$ cat config.mk
export PLATFORM = sky130hd
export DESIGN_NAME = co_serializer
export DESIGN_NICKNAME = d
export VERILOG_FILES = /design/src/rtl/co_serializer.sv
export SDC_FILE = /design/constraint.sdc
export NUM_CORES = 1
export LEC_CHECK = 0
export BUFFER_PORTS_ARGS = -buffer_cell sky130_fd_sc_hd__buf_2
export CAP_MARGIN = 15
export CORE_ASPECT_RATIO = 0.7
export CORE_UTILIZATION = 25
export DETAILED_ROUTE_END_ITERATION = 6
export SYNTH_ARGS = -nofsm -noshare
export SYNTH_HDL_FRONTEND = slang
export SYNTH_SLANG_ARGS = --single-unit
$ cat constraint.sdc
create_clock -name CLK -period 2.1 [get_ports CLK]
set_clock_uncertainty 0.1 [all_clocks]
set_input_delay 0.105 -clock CLK [delete_from_list [all_inputs] [get_ports CLK]]
set_output_delay 0.105 -clock CLK [all_outputs]
set_load 0.03 [all_outputs]
$ cat src/rtl/co_serializer.sv
`default_nettype none
// ============================================================================
//  Module      : co_serializer
//  Description : Parallel-to-serial feeder for the serial code detector.
//                Accepts code words over valid/ready, holds one word in flight
//                plus one pending word, and shifts each word out one bit per
//                clock on x. Optional idle gap after each word.
//  Revision    : 1.0  initial release
// ============================================================================
module co_serializer #(
    parameter int   WIDTH    = 12,
    parameter int   GAP      = 0,
    parameter logic IDLE_BIT = 1'b0
) (
    input  logic             CLK,
    input  logic             RST,
    input  logic [WIDTH-1:0] din,
    input  logic             din_valid,
    output logic             din_ready,
    input  logic             msb_first,
    output logic             x,
    output logic             x_valid,
    output logic             sof,
    output logic             busy,
    output logic [7:0]       words_sent
);

    localparam int              c_BW       = $clog2(WIDTH);
    localparam logic [c_BW-1:0] c_BIT_LAST = c_BW'(WIDTH - 1);
    localparam logic [3:0]      c_GAP_LAST = 4'((GAP > 0) ? GAP - 1 : 0);
    localparam logic            c_HAS_GAP  = (GAP > 0);

    typedef enum logic [1:0] {
        S_IDLE  = 2'd0,
        S_SHIFT = 2'd1,
        S_GAP   = 2'd2
    } state_t;

    state_t            r_state;
    state_t            w_state_nxt;

    logic [WIDTH-1:0]  r_shift;
    logic              r_msb;
    logic [c_BW-1:0]   r_bitcnt;
    logic [3:0]        r_gapcnt;

    logic [WIDTH-1:0]  r_pend_data;
    logic              r_pend_msb;
    logic              r_pend_full;
    logic              r_ready;

    logic              r_x;
    logic              r_xv;
    logic              r_sof;
    logic [7:0]        r_words;

    logic              w_accept;
    logic              w_last_bit;
    logic              w_gap_end;
    logic              w_boundary;
    logic              w_load;
    logic              w_pend_set;
    logic              w_pend_clr;
    logic              w_pend_full_nxt;
    logic [WIDTH-1:0]  w_ld_data;
    logic              w_ld_msb;

    // Handshake and word-boundary decode. A boundary is any edge at which the
    // shift register is free to take a new word: idle, end of the last bit
    // when there is no gap, or end of the gap. At a boundary the pending word
    // has priority; with the slot empty an incoming word bypasses straight
    // into the shift register so no bit-time is lost.
    always_comb begin
        w_accept        = din_valid & r_ready;
        w_last_bit      = (r_state == S_SHIFT) && (r_bitcnt == c_BIT_LAST);
        w_gap_end       = (r_state == S_GAP) && (r_gapcnt == c_GAP_LAST);
        w_boundary      = (r_state == S_IDLE) || (w_last_bit && !c_HAS_GAP) || w_gap_end;
        w_load          = w_boundary && (r_pend_full || w_accept);
        w_pend_clr      = w_boundary && r_pend_full;
        w_pend_set      = w_accept && !(w_boundary && !r_pend_full);
        w_pend_full_nxt = (r_pend_full && !w_pend_clr) || w_pend_set;
        w_ld_data       = r_pend_full ? r_pend_data : din;
        w_ld_msb        = r_pend_full ? r_pend_msb  : msb_first;
    end

    // Next-state logic for the IDLE / SHIFT / GAP controller.
    always_comb begin
        w_state_nxt = r_state;
        case (r_state)
            S_IDLE: begin
                if (w_load) begin
                    w_state_nxt = S_SHIFT;
                end
            end
            S_SHIFT: begin
                if (w_last_bit) begin
                    if (c_HAS_GAP) begin
                        w_state_nxt = S_GAP;
                    end else if (w_load) begin
                        w_state_nxt = S_SHIFT;
                    end else begin
                        w_state_nxt = S_IDLE;
                    end
                end
            end
            S_GAP: begin
                if (w_gap_end) begin
                    w_state_nxt = w_load ? S_SHIFT : S_IDLE;
                end
            end
            default: begin
                w_state_nxt = S_IDLE;
            end
        endcase
    end

    // State register.
    always_ff @(posedge CLK or posedge RST) begin
        if (RST) begin
            r_state <= S_IDLE;
        end else begin
            r_state <= w_state_nxt;
        end
    end

    // Shift register and registered serial outputs. The first bit of a word is
    // taken directly from the loaded data; the shift register then holds the
    // remaining bits aligned so the next bit always sits at the end selected
    // by the word's own stored bit order.
    always_ff @(posedge CLK or posedge RST) begin
        if (RST) begin
            r_shift  <= '0;
            r_msb    <= 1'b0;
            r_bitcnt <= '0;
            r_x      <= IDLE_BIT;
            r_xv     <= 1'b0;
            r_sof    <= 1'b0;
        end else if (w_load) begin
            r_shift  <= w_ld_msb ? (w_ld_data << 1) : (w_ld_data >> 1);
            r_msb    <= w_ld_msb;
            r_bitcnt <= '0;
            r_x      <= w_ld_msb ? w_ld_data[WIDTH-1] : w_ld_data[0];
            r_xv     <= 1'b1;
            r_sof    <= 1'b1;
        end else if ((r_state == S_SHIFT) && !w_last_bit) begin
            r_shift  <= r_msb ? (r_shift << 1) : (r_shift >> 1);
            r_bitcnt <= r_bitcnt + 1'b1;
            r_x      <= r_msb ? r_shift[WIDTH-1] : r_shift[0];
            r_xv     <= 1'b1;
            r_sof    <= 1'b0;
        end else begin
            r_x      <= IDLE_BIT;
            r_xv     <= 1'b0;
            r_sof    <= 1'b0;
        end
    end

    // Gap timer: restarts at the end of every word, counts while in GAP.
    always_ff @(posedge CLK or posedge RST) begin
        if (RST) begin
            r_gapcnt <= '0;
        end else if (w_last_bit) begin
            r_gapcnt <= '0;
        end else if (r_state == S_GAP) begin
            r_gapcnt <= r_gapcnt + 1'b1;
        end
    end

    // Pending slot and registered ready. Ready only reflects slot occupancy,
    // so there is no path from din_valid to din_ready.
    always_ff @(posedge CLK or posedge RST) begin
        if (RST) begin
            r_pend_data <= '0;
            r_pend_msb  <= 1'b0;
            r_pend_full <= 1'b0;
            r_ready     <= 1'b0;
        end else begin
            r_pend_full <= w_pend_full_nxt;
            r_ready     <= !w_pend_full_nxt;
            if (w_pend_set) begin
                r_pend_data <= din;
                r_pend_msb  <= msb_first;
            end
        end
    end

    // Completed-word counter, wraps naturally at 8 bits.
    always_ff @(posedge CLK or posedge RST) begin
        if (RST) begin
            r_words <= 8'd0;
        end else if (w_last_bit) begin
            r_words <= r_words + 8'd1;
        end
    end

    assign din_ready  = r_ready;
    assign x          = r_x;
    assign x_valid    = r_xv;
    assign sof        = r_sof;
    assign busy       = (r_state != S_IDLE) || r_pend_full;
    assign words_sent = r_words;

endmodule
`default_nettype wire

# [After elaboration in Yosys (flattened, before gate mapping)]
# Index checks and enable logic that the tools add are counted.
# Widths: inputs -> output; s select.
[totals] reg_bits=49 in_bits=16 output_inout_bits=13 elab_cells=69
[classes] addsub=3 n_eq_ne=6 muxes=22 bitwise=1 reduce_logical=24
[op_table] cell="$mux 12" n=5
[op_table] cell="$mux 4" n=4
[op_table] cell="$mux 1" n=9
[op_table] cell="$add 4x1->4 const B" n=2
[op_table] cell="$add 8x1->8 const B" n=1
[op_table] cell="$logic_and 1x1->1" n=8
[op_table] cell="$mux 2" n=3
[op_table] cell="$ne 2x2->1 const B" n=3
[op_table] cell="$pmux 2 s3" n=1
[op_table] cell="$reduce_bool 2->1" n=3
[op_table] cell="$logic_not 1->1" n=5
[op_table] cell="$logic_or 1x1->1" n=5
[op_table] cell="$eq 4x4->1 const B" n=1
[op_table] cell="$logic_not 4->1" n=1
[op_table] cell="$reduce_and 3->1" n=1
[op_table] cell="$eq 2x1->1 const B" n=1
[op_table] cell="$eq 2x2->1 const B" n=1
[op_table] cell="$logic_not 2->1" n=1
[op_table] cell="$and 1x1->1" n=1

# [Logic depth before layout (Yosys ltp)]
# Gate-level depths: netlist of the first run.
[depth] ltp_word=9 depth_mapped=6 depth_no_buf=5

# [Worst setup path before layout of the first run]
# No wires, ideal clock.
[synth_timing] path_kind="flip-flop to flip-flop" start="register r_bitcnt[0]" end="register r_pend_data[0]" t_arrival_ps=1442 required_ps=1875 path_slack_ps=433 stages_incl_launch_ff=6 n_path_buf=1 synth_period_minus_slack_ps=1667 cell_sequence="dfrtp_1 ha_1 nand3b_4 o2111a_4 buf_12 mux2_4"
[synth_via] elab_chain_len=7
[synth_rtl] item="from (decl)" line="44" text="logic [c_BW-1:0] r_bitcnt;"
[synth_rtl] item="from (signal assigned)" line="147" text="r_bitcnt <= r_bitcnt + 1'b1;"
[synth_rtl] item="$eq 4x4->1" line="75" text="w_last_bit = (r_state == S_SHIFT) && (r_bitcnt == c_BIT_LAST);"
[synth_rtl] item="$logic_and 1x1->1" line="75"
[synth_rtl] item="$logic_or 1x1->1 (2 in series)" line="77" text="w_boundary = (r_state == S_IDLE) || (w_last_bit && !c_HAS_GAP) || w_gap_end;"
[synth_rtl] item="$logic_and 1x1->1" line="80" text="w_pend_set = w_accept && !(w_boundary && !r_pend_full);"
[synth_rtl] item="$logic_not 1->1" line="80"
[synth_rtl] item="$logic_and 1x1->1" line="80"
[synth_rtl] item="to (signal assigned)" line="181" text="r_pend_data <= din;"
[synth_rtl] item="to (decl)" line="47" text="logic [WIDTH-1:0] r_pend_data;"
# No other way between the ends.
# A chain may end at the register's enable or synchronous reset.

# [Worst setup path in the final report of the first run]
[layout_timing] start="register r_bitcnt[0]" end="register r_pend_data[8]"
# The elaborated chain is that of the path after synthesis.

==> results of run 1 <==
==> synth_stat cells, types with 2 or more instances <==
cell type / number
mux2i_1: 3
o21ai_0: 8
a222oi_1: 10
inv_1: 3
dfrtp_1: 44
mux2_2: 26
buf_6: 3
nand2b_1: 2
ha_1: 2
xnor2_1: 6
nand2_1: 14
buf_2: 9
nor2_1: 4
a32o_1: 2
nand4_1: 2
nor2b_1: 10
a21oi_1: 11
nand3_1: 7
mux2_4: 8
a311oi_1: 2
a211oi_1: 10
==> layer usage <==
metal / GRT usage [%] / wire [um] / vias up
li1: - / - / 847
met1: 19.2 / 2930 / 925
met2: 14.3 / 2280 / 40
met3: 3.89 / 249 / 2
met4: 3.80 / 32 / 0
met5: 0 / 0 / -
==> critical path, delay by kind of cell (launching register included) <==
kind,cells,cell delay [ns]
DFF,1,0.41
AOI/OAI and AO/OA,1,0.37
muxes,1,0.36
adders and majority gates,1,0.29
and+or+nand+nor,1,0.11
==> stage by stage <==
step,cells,util [%],power [mW]
after floorplan,204,-,2.84
after global placement,350,28.8,3.23
after detailed placement,350,28.8,3.27
after CTS,369,31.9,4.24
after global routing,369,31.9,4.51
final,369,31.9,4.21
==> path summary, 6_finish.rpt <==
check / to / cells after the start
worst max-delay path: r_pend_data[8] / 4
worst min-delay path: r_pend_data[5] / 2
worst max register to register: r_pend_data[8] / 4
worst min register to register: words_sent[7] / 1
max in group asynchronous: r_pend_msb / 4
min in group asynchronous: words_sent[4] / 4
==> cell families (layout without fill, tap and decap cells) <==
family	count (synthesis)	in the layout	share of synthesized area, %
AOI/OAI and AO/OA	49	49	15.4
xor gates and xnor gates	7	7	2.57
adders and majority gates	2	2	1.05
buffers and inverters	18	59	4.93
DFF	44	44	46.1
muxes	37	37	18.6
and+or+nand+nor	47	47	11.4
==> where the power goes <==
part | switching (mW) | leakage [nW] | total [mW] | internal [mW]
sequential | 0.394 | 0.541 | 1.59 | 1.20
combinational | 0.805 | 0.656 | 1.68 | 0.873
clock | 0.343 | 0.0871 | 0.939 | 0.596
==> layout make-up <==
cell class | count | area share [%]
repair buffers | 48 | 10.8
multi-input cells | 142 | 39.9
clock buffers | 6 | 4.74
inverters | 3 | 0.384
clock inverters | 2 | 1.32
well taps | 124 | 5.29
flip-flops and latches | 44 | 37.6
==> state kept, by name (all words and copies together), names as in the netlist <==
name	flops
r_pend_data	12
r_shift	12
words_sent	8
r_bitcnt	4
din_ready	1
r_msb	1
r_pend_full	1
r_pend_msb	1
r_state	1
sof	1
x	1
x_valid	1
==> results.cfg, run 1 <==
[worst_hold_path]
hold_class = input port to register
hp-start = din[5]

[power_and_ir_drop]
power_density_nw_per_um2 = 1440
peakVddDrop_v = 0.000350
p_leak_nw = 1.28

[yosys]
avgSynthCellArea_um2 = 11.7
async_flop_share_pct = 100
synth_enable_flop_cells = 0
synth_top_area_share_pct = 46.1
synth_nets = 222
synth_top_flop_cell = dfrtp_1
netlist_instances = 204
ys_top_cells_by_area = dfrtp_1 46%, mux2_2 12%, mux2_4 5.0%
yosysSeqAreaShare_pct = 46.1
yosys.cell_types.count = 39
ys_warn_count = 0
syn_area_um2 = 2390
ys_seq_elements = 44
synth_top_cell_by_area = dfrtp_1

[sta]
maxSlewViolCount = 0
fin_setup_tns_ns = 0
layout_setup_ws_ns = 0.343
fmax_mhz = 569
max_slew_margin_pct = 59.5
hold_violations = 0
final-setup-viol-count = 0
hold_ws_ns = 0.00888
rsz0062_at_grt = false
worst_slew_pin_slew_ns = 0.607
post-route-min-period_ns = 1.76
finalCritPeriodShare_pct = 83.6

[clocking]
cts-hold-fix-buffers = 11
cts_buffer_depth = 2
cts_tree = yes
clk_latency_ns = 0.28
clk_pin_slew_worst_paths_ns = 0.07
cts_buffers = 5
htree_levels = 2
clock_sinks = 44
cts_resized = 0
clockRootBuffer = clkbuf_16
cts_setup_buffers = 0

[critical_path]
crit_required_ns = 2.18
worst-path-max-fanout = 14
cp.arrival_ns = 1.83
r2r-start = r_bitcnt[0]
crit_chain = ha_1 > nand3b_4 > o2111a_4 > mux2_2
path_class = register to register
crit_slowest_cell = dfrtp_1
crit_start = r_bitcnt[0]
r2r_setup_slack_ns = 0.34
slowest_delay_ns = 0.41
critical_path.startpoint_type = register
endpoint_kind = register

[drt]
wl_per_cell_um = 14.9
drtPass1Iterations = 5
vias_per_cell = 4.92
ant_nets = 0
remaining_drc_errors = 0
routed_wl_mm = 5.49
drt_iter0_drc = 147
vias = 1814

[finish]
post_route_cells_drive_above_1_share_pct = 35.1
fin_nets = 262
layout_commonest_cell = dfrtp_1
seq_area_um2 = 1100
stdcell_area_um2 = 2930
fillers = 925
area_growth_pct = 22.8
diodes = 0
final_cell_mix = 44 x dfrtp_1, 28 x buf_2, 26 x mux2_2
multi_input_area_um2 = 1170

[run]
maxCapViolations = 0

[floorplan]
initial_core_util_pct = 26.0
fp-row-count = 29
pin_count = 29
dieArea_um2 = 9950
die_width_um = 119
die_h_um = 83.8
core_area_um2 = 9180

[global_routing]
track_usage_pct = 12.0
grt_pass1_wl_mm = 9.19
overflow = 0
grt_antenna_before_repair = 0
grt_pass1_vias = 1663
grt_max_degree = 45

[place]
post-dp-hpwl_mm = 3.88
pre_cts_ws_ns = 0.349
gp_congestion = 0.740
portBuffers = 28
placed_area_um2 = 2640

[status]
status = completed
Note: power is estimated with default switching activity, not from simulation.
==> run 2: changes to the inputs <==
clock period = 1.5 ns   (was 2.1 ns; I/O delays follow)
==> results.cfg, run 2 (synthesis gave the netlist of run 1 again) <==
[sta]
fin_setup_tns_ns = -0.569
layout_setup_ws_ns = -0.0579
hold_ws_ns = -0.0224
fmax_mhz = 642
maxSlewViolCount = 0
rsz0062_at_grt = true
finalCritPeriodShare_pct = 104
hold_violations = 1
worst_slew_pin_slew_ns = 0.382
max_slew_margin_pct = 74.5
final-setup-viol-count = 13
post-route-min-period_ns = 1.56

[floorplan]
dieArea_um2 = 9950
pin_count = 29
fp-row-count = 29
die_width_um = 119
die_h_um = 83.8
core_area_um2 = 9180
initial_core_util_pct = 26.0

[drt]
top_layer = met4
remaining_drc_errors = 2
vias_per_cell = 4.77
ant_nets = 0
met1Wirelength_mm = 2.94
wl_per_cell_um = 15.3
drt_iter0_drc = 140
route.met2.wl_mm = 2.70
routed_wl_mm = 5.96
drtPass1Iterations = 7
vias = 1861
route.met3.wl_um = 292

[clocking]
cts_buffer_depth = 2
clk_latency_ns = 0.28
cts-hold-fix-buffers = 12
clock_sinks = 44
cts_tree = yes
htree_levels = 2
clockRootBuffer = clkbuf_16
clk_pin_slew_worst_paths_ns = 0.06
cts_buffers = 5

[worst_hold_path]
hold_class = input port to register
hp-start = din[10]
hold_end = r_pend_data[10]
min_path_cells = 2

[critical_path]
r2r_setup_slack_ns = -0.06
cp.arrival_ns = 1.62
path_class = register to register
critical_path.startpoint_type = register
rr_worst_depth = 4
crit_required_ns = 1.56
r2r-start = r_bitcnt[0]
endpoint_kind = register
timing.rr.end = r_pend_data[10]
worst-path-max-fanout = 7

[run]
maxCapViolations = 0

[place]
post-dp-hpwl_mm = 3.95
portBuffers = 28
gp_congestion = 0.733

[global_routing]
grt_pass1_vias = 1844
grt_pass1_wl_mm = 9.83
track_usage_pct = 12.5
overflow = 0
grt_max_degree = 45
grt_antenna_before_repair = 0

[finish]
layout_commonest_cell = dfrtp_1
fillers = 896
area_growth_pct = 36.1
post_route_cells_drive_above_1_share_pct = 44.4
fin_nets = 283
diodes = 0
final_cell_mix = 42 x dfrtp_1, 28 x buf_2, 24 x mux2_2
post-route-util_pct = 35.4

[power_and_ir_drop]
p_leak_nw = 1.43
peakVddDrop_v = 0.000687
power_density_nw_per_um2 = 2020
power_mw = 6.57

[status]
violations = DRC, hold timing, setup timing
status = finished, violations left
## run 2: cell types whose count changed in the layout (fill, tap and decap cells not counted), moves of 3 or more
cell and change:
buf_6 +3, buf_4 +11, buf_12 +4, a211oi_1 -7
a211oi_2 +6
## run 2: critical path: stages, from the launching register on
cell and delay (ns):
dfrtp_1 0.41, ha_4 0.19, nand3b_4 0.09, o2111a_4 0.30, mux2_2 0.35
## run 2: through the flow
step / setup slack (ns) / std cells / cell area [um2]
floorplan: -0.0960 / 204 / 2410
global placement: -0.106 / 361 / 2800
detailed placement: -0.124 / 361 / 2800
CTS: -0.0576 / 385 / 3140
global route: -0.0877 / 390 / 3250
finish: -0.0579 / 390 / 3250
## run 2: report_power, final
group / internal, mW / switching [mW] / leakage, nW
combinational: 1.69 / 1.43 / 0.800
clock: 0.834 / 0.447 / 0.0871
sequential: 1.69 / 0.485 / 0.538
total: 4.21 / 2.36 / 1.43
## run 2: per-layer routing
metal | vias up | track usage, %
li1 | 894 | -
met4 | 0 | 2.88
met5 | - | 0
met1 | 908 | 17.7
met3 | 4 | 2.66
met2 | 55 | 19.2
## run 2: worst max-delay path by stage
stage                     start               to  slack [ns]  cells after the start
floorplan           r_bitcnt[1]   r_pend_data[0]        -0.1                      5
global placement    r_bitcnt[1]   r_pend_data[9]       -0.11                      4
detailed placement  r_bitcnt[1]  r_pend_data[10]       -0.12                      4
CTS                 r_bitcnt[1]  r_pend_data[10]       -0.06                      4
global route        r_bitcnt[0]  r_pend_data[10]       -0.09                      4
finish              r_bitcnt[0]  r_pend_data[10]       -0.06                      4
## run 2: final cells by class
type | instances | area, um2 | area share [%]
clock buffers | 6 | 139 | 4.28
clock inverters | 2 | 38.8 | 1.19
inverters | 3 | 11.3 | 0.347
multi-input cells | 143 | 1250 | 38.5
flip-flops and latches | 44 | 1100 | 34.0
well taps | 124 | 155 | 4.78
repair buffers | 68 | 549 | 16.9
## run 2: repair_timing
action                                  4_1_cts  5_1_grt
gates cloned                                  1        1
endpoints found under the setup margin       18       31
buffers inserted                              3        4
gates resized for setup                       2       15
pin swaps                                     1       11
endpoints found under the hold margin        56        1
==> run 3: changes to the inputs <==
SKIP_LAST_GASP = 1   (was unset)
==> results.cfg, run 3 (synthesis gave the netlist of run 1 again) <==
[clocking]
cts_buffer_depth = 2
htree_levels = 2
clk_latency_ns = 0.28
cts-hold-fix-buffers = 12
clockRootBuffer = clkbuf_16
clock_sinks = 44
cts_tree = yes
clk_pin_slew_worst_paths_ns = 0.06
cts_buffers = 5

[finish]
area_growth_pct = 35.8
fillers = 896
fin_nets = 283
post_route_cells_drive_above_1_share_pct = 44.0
layout_commonest_cell = dfrtp_1
seq_area_um2 = 1100
post-route-util_pct = 35.3
diodes = 0
final_cell_mix = 42 x dfrtp_1, 28 x buf_2, 24 x mux2_2
multi_input_area_um2 = 1250
stdcell_area_um2 = 3240

[critical_path]
worst-path-max-fanout = 7
endpoint_kind = register
path_class = register to register
r2r-start = r_bitcnt[0]
timing.rr.end = r_pend_data[10]
crit_required_ns = 1.56
rr_worst_depth = 4
r2r_setup_slack_ns = -0.06
critical_path.startpoint_type = register
cp.arrival_ns = 1.62

[power_and_ir_drop]
peakVddDrop_v = 0.000685
power_frac_comb_pct = 47.2
power_density_nw_per_um2 = 2020
internal_power_mw = 4.20
switchingPower_mw = 2.34
swShare_pct = 35.8
pwr-share-clk_pct = 19.6
p_leak_nw = 1.42
p_seq_share_pct = 33.2

[drt]
ant_nets = 0
routed_wl_mm = 5.93
wl_per_cell_um = 15.2
vias = 1851
drtPass1Iterations = 7
vias_per_cell = 4.75
remaining_drc_errors = 0
drt_iter0_drc = 173

[run]
maxCapViolations = 0

[floorplan]
die_width_um = 119
dieArea_um2 = 9950
fp-row-count = 29
pin_count = 29
die_h_um = 83.8
initial_core_util_pct = 26.0
core_area_um2 = 9180

[sta]
post-route-min-period_ns = 1.56
worst_slew_pin_slew_ns = 0.383
rsz0062_at_grt = true
hold_violations = 1
final-setup-viol-count = 13
fmax_mhz = 642
hold_ws_ns = -0.0223
layout_setup_ws_ns = -0.0586
finalCritPeriodShare_pct = 104
max_slew_margin_pct = 74.5
maxSlewViolCount = 0

[place]
pre_cts_ws_ns = -0.124
placed_area_um2 = 2800
gp_congestion = 0.733
portBuffers = 28
post-dp-hpwl_mm = 3.95

[global_routing]
grt_pass1_vias = 1844
track_usage_pct = 12.5
grt_max_degree = 45
grt_pass1_wl_mm = 9.83
grt_antenna_before_repair = 0
overflow = 0

[worst_hold_path]
hold_class = input port to register
hold_end = r_pend_data[10]
hp-start = din[10]
min_path_cells = 2

[status]
violations = hold timing, setup timing
status = finished, violations left
## run 3: cell counts in the layout (fill, tap and decap cells not counted)
No cell type changed its count.
## run 3: repair_timing
| action | in CTS | in global routing |
|---|---|---|
| setup buffers | 3 | 4 |
| setup endpoints to repair | 18 | 31 |
| gates cloned | 1 | 1 |
| hold endpoints to repair | 56 | 1 |
| resized for setup | 2 | 13 |
| pin swaps | 1 | 9 |
## run 3: power by group through the flow
stage / Sequential (mW) / Clock (mW) / Combinational, mW
3_5_place_dp: 2.14 / 0 / 2.75
4_1_cts: 2.13 / 1.31 / 2.85
6_report: 2.17 / 1.28 / 3.09
5_1_grt: 2.23 / 1.36 / 3.38
2_1_floorplan: 2.20 / 0 / 1.81
3_3_place_gp: 2.13 / 0 / 2.69
## run 3: layer usage
metal | vias to the layer above | GRT usage [%] | part of all wire [%]
met5 | - | 0 | 0
met4 | 0 | 2.88 | 0.25
met3 | 2 | 2.66 | 5.3
met2 | 55 | 19.2 | 45
met1 | 900 | 17.7 | 49
li1 | 894 | - | -
## run 3: worst max-delay path by stage
stage | from | to | cells past startpoint
floorplan | r_bitcnt[1] | r_pend_data[0] | 5
global placement | r_bitcnt[1] | r_pend_data[9] | 4
global route | r_bitcnt[0] | words_sent[5] | 5
CTS | r_bitcnt[1] | r_pend_data[10] | 4
detailed placement | r_bitcnt[1] | r_pend_data[10] | 4
finish | r_bitcnt[0] | r_pend_data[10] | 4
## run 3: worst max-delay path, stage by stage (launching register included)
cell      delay (ns)
dfrtp_1         0.41
ha_4            0.19
nand3b_4        0.09
o2111a_4        0.30
mux2_2          0.35
## run 3: per-stage QoR
step | power, mW | TNS (ns) | std cells
after floorplan | 4.02 | -0.832 | 204
after global placement | 4.82 | -1.02 | 361
after detailed placement | 4.88 | -1.27 | 361
after CTS | 6.30 | -0.576 | 385
after global routing | 6.96 | -1.37 | 390
final | 6.55 | -0.573 | 390
## run 3: cell type report
| type | instances | share of cell area, % |
|---|---|---|
| multi-input combinational | 143 | 38.4 |
| sequential | 44 | 34.0 |
| timing repair buffer | 68 | 16.9 |
| tap | 124 | 4.78 |
| clock buffer | 6 | 4.28 |
| clock inverter | 2 | 1.20 |
| inverter | 3 | 0.347 |
